===== config.mk =====
export PLATFORM = sky130hd
export DESIGN_NAME = multicycle_ctrl
export DESIGN_NICKNAME = d
export VERILOG_FILES = /design/src/rtl/multicycle_ctrl.sv
export SDC_FILE = /design/constraint.sdc
export NUM_CORES = 1
export LEC_CHECK = 0
export ABC_AREA = 1
export CAP_MARGIN = 40
export CELL_PAD_IN_SITES_DETAIL_PLACEMENT = 2
export CELL_PAD_IN_SITES_GLOBAL_PLACEMENT = 2
export CORE_UTILIZATION = 22
export CTS_CLUSTER_DIAMETER = 100
export CTS_CLUSTER_SIZE = 10
export DETAILED_ROUTE_END_ITERATION = 12
export PLACE_DENSITY = 0.74
export SLEW_MARGIN = 20
export SYNTH_ARGS = -nofsm -noshare
export SYNTH_HDL_FRONTEND = slang
export SYNTH_SLANG_ARGS = --single-unit

===== constraint.sdc =====
create_clock -name clk -period 1.3 [get_ports clk]
set_input_delay 0.195 -clock clk [delete_from_list [all_inputs] [get_ports clk]]
set_output_delay 0.195 -clock clk [all_outputs]
set_load 0.005 [all_outputs]

===== src/rtl/multicycle_ctrl.sv =====
// -----------------------------------------------------------------------------
// multicycle_ctrl
//
// Multi-cycle sequencer for an RV32I load/store/ALU datapath. Each instruction
// is stepped through FETCH, DECODE, EXEC, MEM (loads/stores only) and WB. The
// datapath strobes are decoded from the registered state and the instruction
// class, alu_src and alu_cc latched in DECODE.
//
// Ports
//   clk, reset          : rising-edge clock, synchronous active-high reset
//   run                 : level enable; sampled only at instruction boundaries
//   opcode/funct3/funct7: instruction fields, valid from DECODE onward
//   mem_ready           : data-memory completion for the current MEM access
//   ir_load             : latch the instruction register (FETCH)
//   pc_en               : advance PC by 4 (last cycle of a retiring instruction)
//   reg_write, mem2reg, alu_src, mem_write, mem_read, alu_cc : datapath controls
//   busy                : sequencer is inside an instruction
//   trap, trap_cause    : sticky fault flag; 01 illegal encoding, 10 mem timeout
//   retired             : wrapping count of pc_en cycles
//   dbg_state           : current FSM state encoding
//
// Memory handshake: while in MEM the controller holds mem_read (LOAD) or
// mem_write (STORE) high every cycle. The access completes in the first cycle
// mem_ready is sampled high; mem_ready in any other state is ignored. If
// mem_ready is still low on the MEM_TIMEOUT-th MEM cycle the sequencer traps,
// unless mem_ready is high in that same cycle, which completes the access.
// -----------------------------------------------------------------------------
module multicycle_ctrl #(
    parameter int ALU_CC_W    = 4,
    parameter int CNT_W       = 16,
    parameter int MEM_TIMEOUT = 8
) (
    input  logic                clk,
    input  logic                reset,
    input  logic                run,
    input  logic [6:0]          opcode,
    input  logic [2:0]          funct3,
    input  logic [6:0]          funct7,
    input  logic                mem_ready,
    output logic                ir_load,
    output logic                pc_en,
    output logic                reg_write,
    output logic                mem2reg,
    output logic                alu_src,
    output logic                mem_write,
    output logic                mem_read,
    output logic [ALU_CC_W-1:0] alu_cc,
    output logic                busy,
    output logic                trap,
    output logic [1:0]          trap_cause,
    output logic [CNT_W-1:0]    retired,
    output logic [2:0]          dbg_state
);

    typedef enum logic [2:0] {
        S_IDLE   = 3'd0,
        S_FETCH  = 3'd1,
        S_DECODE = 3'd2,
        S_EXEC   = 3'd3,
        S_MEM    = 3'd4,
        S_WB     = 3'd5,
        S_TRAP   = 3'd6
    } state_t;

    typedef enum logic [1:0] {
        C_R     = 2'd0,
        C_I     = 2'd1,
        C_LOAD  = 2'd2,
        C_STORE = 2'd3
    } cls_t;

    localparam logic [6:0] OPC_R     = 7'b0110011;
    localparam logic [6:0] OPC_I     = 7'b0010011;
    localparam logic [6:0] OPC_LOAD  = 7'b0000011;
    localparam logic [6:0] OPC_STORE = 7'b0100011;
    localparam logic [6:0] F7_ZERO   = 7'b0000000;
    localparam logic [6:0] F7_ALT    = 7'b0100000;

    localparam logic [3:0] CC_AND  = 4'b0000;
    localparam logic [3:0] CC_OR   = 4'b0001;
    localparam logic [3:0] CC_ADD  = 4'b0010;
    localparam logic [3:0] CC_XOR  = 4'b0011;
    localparam logic [3:0] CC_SLL  = 4'b0100;
    localparam logic [3:0] CC_SRL  = 4'b0101;
    localparam logic [3:0] CC_SUB  = 4'b0110;
    localparam logic [3:0] CC_SRA  = 4'b0111;
    localparam logic [3:0] CC_SLT  = 4'b1000;
    localparam logic [3:0] CC_SLTU = 4'b1001;

    // Wide enough to hold MEM_TIMEOUT-1 even when MEM_TIMEOUT is 1.
    localparam int          TMO_W    = $clog2(MEM_TIMEOUT) + 1;
    localparam logic [TMO_W-1:0] TMO_LAST = TMO_W'(MEM_TIMEOUT - 1);

    state_t                state;
    cls_t                  cls_q;
    logic                  src_q;
    logic [ALU_CC_W-1:0]   cc_q;
    logic                  trap_q;
    logic [1:0]            cause_q;
    logic [CNT_W-1:0]      retired_q;
    logic [TMO_W-1:0]      tmo_q;

    logic                  dec_legal;
    cls_t                  dec_cls;
    logic                  dec_src;
    logic [3:0]            dec_cc;

    // Default funct3 -> operation map shared by R and I forms.
    function automatic logic [3:0] f3_cc(input logic [2:0] f3);
        case (f3)
            3'b000:  f3_cc = CC_ADD;
            3'b001:  f3_cc = CC_SLL;
            3'b010:  f3_cc = CC_SLT;
            3'b011:  f3_cc = CC_SLTU;
            3'b100:  f3_cc = CC_XOR;
            3'b101:  f3_cc = CC_SRL;
            3'b110:  f3_cc = CC_OR;
            default: f3_cc = CC_AND;
        endcase
    endfunction

    // Instruction classification; only consumed in DECODE.
    always_comb begin
        dec_legal = 1'b0;
        dec_cls   = C_R;
        dec_src   = 1'b0;
        dec_cc    = CC_ADD;
        case (opcode)
            OPC_R: begin
                dec_cls = C_R;
                dec_src = 1'b0;
                if (funct7 == F7_ZERO) begin
                    dec_legal = 1'b1;
                    dec_cc    = f3_cc(funct3);
                end else if (funct7 == F7_ALT && funct3 == 3'b000) begin
                    dec_legal = 1'b1;
                    dec_cc    = CC_SUB;
                end else if (funct7 == F7_ALT && funct3 == 3'b101) begin
                    dec_legal = 1'b1;
                    dec_cc    = CC_SRA;
                end
            end
            OPC_I: begin
                dec_cls = C_I;
                dec_src = 1'b1;
                dec_cc  = f3_cc(funct3);
                case (funct3)
                    3'b001: dec_legal = (funct7 == F7_ZERO);
                    3'b101: begin
                        dec_legal = (funct7 == F7_ZERO) || (funct7 == F7_ALT);
                        if (funct7 == F7_ALT) begin
                            dec_cc = CC_SRA;
                        end
                    end
                    // funct3 000 is ADDI regardless of funct7 (no SUBI).
                    default: dec_legal = 1'b1;
                endcase
            end
            OPC_LOAD: begin
                dec_cls   = C_LOAD;
                dec_src   = 1'b1;
                dec_legal = (funct3 == 3'b010);
            end
            OPC_STORE: begin
                dec_cls   = C_STORE;
                dec_src   = 1'b1;
                dec_legal = (funct3 == 3'b010);
            end
            default: dec_legal = 1'b0;
        endcase
    end

    always_ff @(posedge clk) begin
        if (reset) begin
            state     <= S_IDLE;
            cls_q     <= C_R;
            src_q     <= 1'b0;
            cc_q      <= '0;
            trap_q    <= 1'b0;
            cause_q   <= 2'b00;
            retired_q <= '0;
            tmo_q     <= '0;
        end else begin
            if (pc_en) begin
                retired_q <= retired_q + CNT_W'(1);
            end
            case (state)
                S_IDLE: begin
                    if (run) begin
                        state <= S_FETCH;
                    end
                end
                S_FETCH: state <= S_DECODE;
                S_DECODE: begin
                    if (dec_legal) begin
                        cls_q <= dec_cls;
                        src_q <= dec_src;
                        cc_q  <= ALU_CC_W'(dec_cc);
                        state <= S_EXEC;
                    end else begin
                        trap_q  <= 1'b1;
                        cause_q <= 2'b01;
                        state   <= S_TRAP;
                    end
                end
                S_EXEC: begin
                    tmo_q <= '0;
                    if (cls_q == C_LOAD || cls_q == C_STORE) begin
                        state <= S_MEM;
                    end else begin
                        state <= S_WB;
                    end
                end
                S_MEM: begin
                    // Ready is checked before the timeout so that a response
                    // on the last allowed cycle still completes the access.
                    if (mem_ready) begin
                        if (cls_q == C_LOAD) begin
                            state <= S_WB;
                        end else begin
                            state <= run ? S_FETCH : S_IDLE;
                        end
                    end else if (tmo_q == TMO_LAST) begin
                        trap_q  <= 1'b1;
                        cause_q <= 2'b10;
                        state   <= S_TRAP;
                    end else begin
                        tmo_q <= tmo_q + TMO_W'(1);
                    end
                end
                S_WB:    state <= run ? S_FETCH : S_IDLE;
                S_TRAP:  state <= S_TRAP;
                default: state <= S_IDLE;
            endcase
        end
    end

    // Strobes are decoded from state and latched fields. The only same-cycle
    // dependency on an input is the STORE pc_en, which must coincide with the
    // cycle in which memory accepts the write.
    always_comb begin
        ir_load   = 1'b0;
        pc_en     = 1'b0;
        reg_write = 1'b0;
        mem2reg   = 1'b0;
        alu_src   = 1'b0;
        alu_cc    = '0;
        mem_write = 1'b0;
        mem_read  = 1'b0;
        busy      = 1'b0;
        case (state)
            S_FETCH: begin
                busy    = 1'b1;
                ir_load = 1'b1;
            end
            S_DECODE: busy = 1'b1;
            S_EXEC: begin
                busy    = 1'b1;
                alu_src = src_q;
                alu_cc  = cc_q;
            end
            S_MEM: begin
                busy      = 1'b1;
                alu_src   = src_q;
                alu_cc    = cc_q;
                mem_read  = (cls_q == C_LOAD);
                mem_write = (cls_q == C_STORE);
                pc_en     = (cls_q == C_STORE) && mem_ready;
            end
            S_WB: begin
                busy      = 1'b1;
                alu_src   = src_q;
                alu_cc    = cc_q;
                reg_write = 1'b1;
                pc_en     = 1'b1;
                mem2reg   = (cls_q == C_LOAD);
            end
            default: ;
        endcase
    end

    assign trap       = trap_q;
    assign trap_cause = cause_q;
    assign retired    = retired_q;
    assign dbg_state  = state;

endmodule


==> flow_summary.yaml, run 1 <==
outcome:
  status: "finished with violations"
  violations: "setup timing"
clock_network:
  clk_latency_ns: 0.30
  cts_buffer_depth: 2
  cts_tree: "built"
  htree_levels: 2
  hold_buffers: 0
  cts_sinks: 33
  cts_buffers: 5
  clk_pin_slew_worst_paths_ns: 0.08
  cts-root-buf: "clkbuf_8"
setup_path:
  max_stage_delay_ns: 0.39
  cp.depth: 10
  worstSetupEndpointType: "register"
  path_buf_inv: 2
  crit_family: "simple AND/OR/NAND/NOR gates"
  crit_type: "reg -> reg"
  crit_slowest_cell: "dfxtp_2"
  crit_fanout: 4
  critPathRequiredTime_ns: 1.48
  worst_ep_arrival_time_ns: 2.02
  rr_startpoint: "cls_q[0]$_SDFFE_PP0P_"
  cp_cell_sequence: "nand3_2 -> a21oi_4 -> buf_6 -> nand2_4 -> clkinv_4 -> nand2_8 -> nor3_4 -> nand3_2 -> nor2_1 -> nor2_1"
  crit_start: "cls_q[0]$_SDFFE_PP0P_"
  cp-start-kind: "register"
  r2r_setup_slack_ns: -0.53
  ff2ff_path_depth: 10
grt:
  grt_pass1_wl_um: 17300
  globalRouteOverflowTotal: 0
  grt_max_degree: 16
  first_global_vias: 3093
  antenna_found_initial: 0
  track_usage_pct: 26.6
synth:
  synth_cells: 289
  ys_seq_area_share_pct: 35.4
  synth.distinct_cells: 31
  syn_area_mm2: 0.00186
  synthTopCellsByCount: "nor2_1, nand2_1, inv_1"
  synth_top_cell_area_share_pct: 35.4
  ys_async_sr_fraction_pct: 0
  synthesis.nets: 312
  ys_top_cells_by_area: "dfxtp_1, nor2_1, nand2_1"
  ys.flop_type: "dfxtp_1"
  synth.most_common_cell: "nor2_1"
  syn_avg_cell_area_um2: 6.45
  ys_warn_count: 0
  ys_ff_latch: 33
  synth_edf_count: 0
  yosys.area.top_type: "dfxtp_1"
place:
  dp_cells: 507
  port_buffers: 54
  place_hpwl_um: 6020
  routabilityCongestion: 0.797
detailed_routing:
  dr.pass1.iters: 4
  ant_nets: 0
  num_vias: 2786
  wire_per_inst_um: 24.9
  viasPerCell: 4.91
  wl_um: 14100
  drt_first_iter_violations: 69
  drc: 0
power:
  peakVddDrop_v: 0.000417
  p_per_area_mw_per_mm2: 1070
  total_leakage_power_nw: 2.00
job:
  max-cap-violations: 0
sta:
  timing.final.ws_setup_ns: -0.534
  max_freq_mhz: 545
  max_slew_margin_pct: 79.0
  finalSetupViolCount: 44
  worst_slew_pin_slew_ns: 0.314
  skew_ns: 0.0103
  fin_crit_sh_pct: 141
  drv_slew: 0
  rsz0062_at_grt: "yes"
  hold_viol: 0
  min_period_ns: 1.83
  timing.setup.tns_ns: -13.30
  whs_ns: 0.489
finish:
  antenna_cells: 0
  final_cells: 567
  area_delta_synth_final_pct: 129
  drive_above_1_share_pct: 65.2
  fin_nets: 484
die:
  core_mm2: 0.00822
  die_area_mm2: 0.00885
  ioPinCount: 55
  die-width_um: 94.1
  die_y_um: 94.1
  start_util_pct: 22.7
  placementRows: 33
hold_path:
  hold_depth: 2
  hp-class: "reg -> reg"
  worstHoldStart: "trap$_SDFFE_PP0P_"
-- final timing paths --
path | endpoint
setup reg to reg | retired[14]$_SDFFE_PP0P_
hold / removal | trap$_SDFFE_PP0P_
setup / recovery | retired[14]$_SDFFE_PP0P_
hold reg to reg | trap$_SDFFE_PP0P_
-- layout make-up --
type | count | area (µm²)
multi-input combinational | 200 | 1650
timing repair buffer | 168 | 1430
clock inverter | 1 | 30.0
fill | 883 | 3940
clock buffer | 7 | 86.3
inverter | 53 | 241
sequential | 33 | 709
tap | 105 | 131
-- worst min-delay path: stages (launching register included) --
cell,delay (ns)
dfxtp_1,0.32
inv_1,0.07
a21oi_2,0.06
-- repair_timing --
item	in CTS	in global routing
cloned	1	0
resized for setup	223	114
setup buffers	34	23
setup endpoints to repair	66	47
pin swaps	36	46
-- layout by cell type (no fill, tap or decap), types with 10 or more instances in the layout --
master and n:
nand2_4 11, inv_1 34, buf_6 28, dfxtp_2 18, a21oi_2 19, nor2_4 20, nand2_1 30, buf_2 11
nor2_1 24, dlygate4sd2_1 33, o21ai_2 10, nor2_2 12, buf_4 85, inv_4 10, nand2_2 14
-- report_power, final --
group          total [mW]  switching (mW)  internal [mW]
Clock                1.08           0.453          0.626
Sequential           1.21           0.103           1.11
Combinational        2.28            1.17           1.10
Total                4.57            1.73           2.84
-- logic make-up after synthesis --
kind of cell	count (synthesis)	share of synthesized area, %
buf+inv	57	11.7
simple gates	142	34.4
xor+xnor	3	1.41
fa+ha+maj	2	1.34
flops	33	35.4
compound gates	52	15.8
-- registers in the layout (all words and copies together), names as in the netlist --
| register | count |
|---|---|
| trap | 1 |
| retired | 16 |
| cc_q | 4 |
| src_q | 1 |
| dbg_state | 3 |
| tmo_q | 4 |
| cls_q | 2 |
| trap_cause | 2 |
-- through the flow --
stage / total power, mW / area [µm²] / utilization, % / worst slack, ns
2_1_floorplan: 1.66 / 1930 / - / -0.115
5_1_grt: 4.72 / 4280 / 52.0 / -0.576
4_1_cts: 3.94 / 3790 / 46.1 / -0.406
6_report: 4.57 / 4280 / 52.0 / -0.534
3_5_place_dp: 2.48 / 3080 / 37.5 / -0.799
3_3_place_gp: 2.43 / 3080 / 37.5 / -0.639
-- layer usage --
layer,wire length (µm),GRT usage [%],part of all wire [%]
met2,7130,49.6,51
met1,5830,29.1,41
met4,693,12.1,4.9
met5,0,0,0
met3,444,4.21,3.1
(Power assumes the default switching activity.)
==> run 2, diff against run 1 <==
CORE_UTILIZATION = 26   (was 22)
PLACE_DENSITY = 0.82   (was 0.74)
clock period = 2.3 ns   (was 1.3 ns; I/O delays follow)
==> flow_summary.yaml, run 2 (synthesis gave the netlist of run 1 again) <==
place:
  place_hpwl_um: 4830
  dpl_worst_slack_ns: 0.00403
  routabilityCongestion: 0.738
  place_area_mm2: 0.00256
  port_buffers: 54
sta:
  hold_viol: 0
  timing.setup.tns_ns: 0
  max_slew_margin_pct: 66.4
  skew_ns: 0.00513
  drv_slew: 0
  min_period_ns: 2.18
  fin_crit_sh_pct: 94.6
  worst_slew_pin_slew_ns: 0.500
  max_freq_mhz: 459
  rsz0062_at_grt: "no"
  timing.final.ws_setup_ns: 0.124
  finalSetupViolCount: 0
clock_network:
  cts_tree: "built"
  clk_pin_slew_worst_paths_ns: 0.07
  hold_buffers: 0
  cts_buffer_depth: 2
  htree_levels: 2
  post_cts_resized: 0
  postCtsSetupRepairBufs: 0
  clk_latency_ns: 0.28
  cts-root-buf: "clkbuf_8"
  cts_sinks: 33
  cts_buffers: 5
grt:
  antenna_found_initial: 0
  first_global_vias: 2240
  track_usage_pct: 17.4
  grt_pass1_wl_um: 10300
  globalRouteOverflowTotal: 0
  grt_max_degree: 18
detailed_routing:
  wl_um: 6030
  ant_nets: 0
  drt_first_iter_violations: 31
  viasPerCell: 4.57
  num_vias: 2054
  drc: 0
  wire_per_inst_um: 13.4
  dr.pass1.iters: 4
finish:
  multiInputGateArea_um2: 986
  antenna_cells: 0
  n_fill_cell: 843
  most-common-layout-cells: "nor2_1, clkdlybuf4s50_1, nand2_1"
  fin_nets: 376
  register_area_um2: 661
  area_delta_synth_final_pct: 41.9
  final_area_mm2: 0.00265
  drive_above_1_share_pct: 7.65
  largest_reg_flops: 16
power:
  total_power_mw: 1.63
  p_per_area_mw_per_mm2: 615
  total_leakage_power_nw: 1.10
  peakVddDrop_v: 0.000253
setup_path:
  crit_fanout: 6
  r2r_setup_slack_ns: 0.48
  crit_slowest_cell: "clkdlybuf4s50_1"
  critPathRequiredTime_ns: 1.96
  crit_type: "reg -> out"
  worst_ep_arrival_time_ns: 1.83
  cp_cell_sequence: "nand2_2 -> nor2_4 -> inv_2 -> nor2_1 -> clkdlybuf4s50_1"
  worstSetupEndpointType: "output pin"
  max_stage_delay_ns: 0.53
  cp-start-kind: "register"
die:
  placementRows: 30
  die_y_um: 86.7
  die-width_um: 86.7
  ioPinCount: 55
  core_mm2: 0.00687
  die_area_mm2: 0.00751
  start_util_pct: 27.1
outcome:
  status: "finished clean"
hold_path:
  hp-class: "reg -> reg"
job:
  max-cap-violations: 0
[run 2: layer usage]
metal | wire length, µm | GRT usage [%]
met4 | 31 | 3.79
met2 | 3160 | 32.5
met1 | 2730 | 20.8
met3 | 112 | 2.76
met5 | 0 | 0
[run 2: power breakdown]
group	total [mW]	switching (mW)	internal (mW)
Combinational	0.524	0.271	0.252
Sequential	0.656	0.0400	0.616
Clock	0.447	0.209	0.238
[run 2: worst paths after layout]
kind                              startpoint                    endpoint  cells after the start
hold / removal    trap_cause[1]$_SDFFE_PP0P_  trap_cause[1]$_SDFFE_PP0P_                      2
setup reg to reg   dbg_state[2]$_SDFFE_PP0P_       tmo_q[3]$_SDFFE_PP0P_                     10
hold reg to reg   trap_cause[1]$_SDFFE_PP0P_  trap_cause[1]$_SDFFE_PP0P_                      2
setup / recovery   dbg_state[2]$_SDFFE_PP0P_                    mem_read                      5
[run 2: per-stage QoR]
| step | util [%] | hold WS (ns) | instances |
|---|---|---|---|
| after floorplan | - | 0.442 | 289 |
| after global placement | 37.3 | 0.465 | 442 |
| after detailed placement | 37.3 | 0.470 | 442 |
| after CTS | 38.5 | 0.493 | 449 |
| after global routing | 38.5 | 0.510 | 449 |
| final | 38.5 | 0.482 | 449 |
[run 2: layout make-up]
| type | count | area share [%] |
|---|---|---|
| timing repair buffer | 61 | 22.4 |
| inverter | 53 | 7.57 |
| tap | 96 | 4.54 |
| sequential | 33 | 25.0 |
| clock buffer | 7 | 3.26 |
| multi-input combinational | 199 | 37.3 |
[run 2: worst max-delay path, delay by kind of cell (launching register included)]
family | cells | cell delay [ns]
buf+inv | 2 | 0.61
flops | 1 | 0.44
simple gates | 3 | 0.50
==> run 3, diff against run 2 <==
ABC_CLOCK_PERIOD_IN_PS = 2300   (was not set)
==> results of run 3 <==
Same layout as run 2: the final DEF is identical, and so are final timing and power.
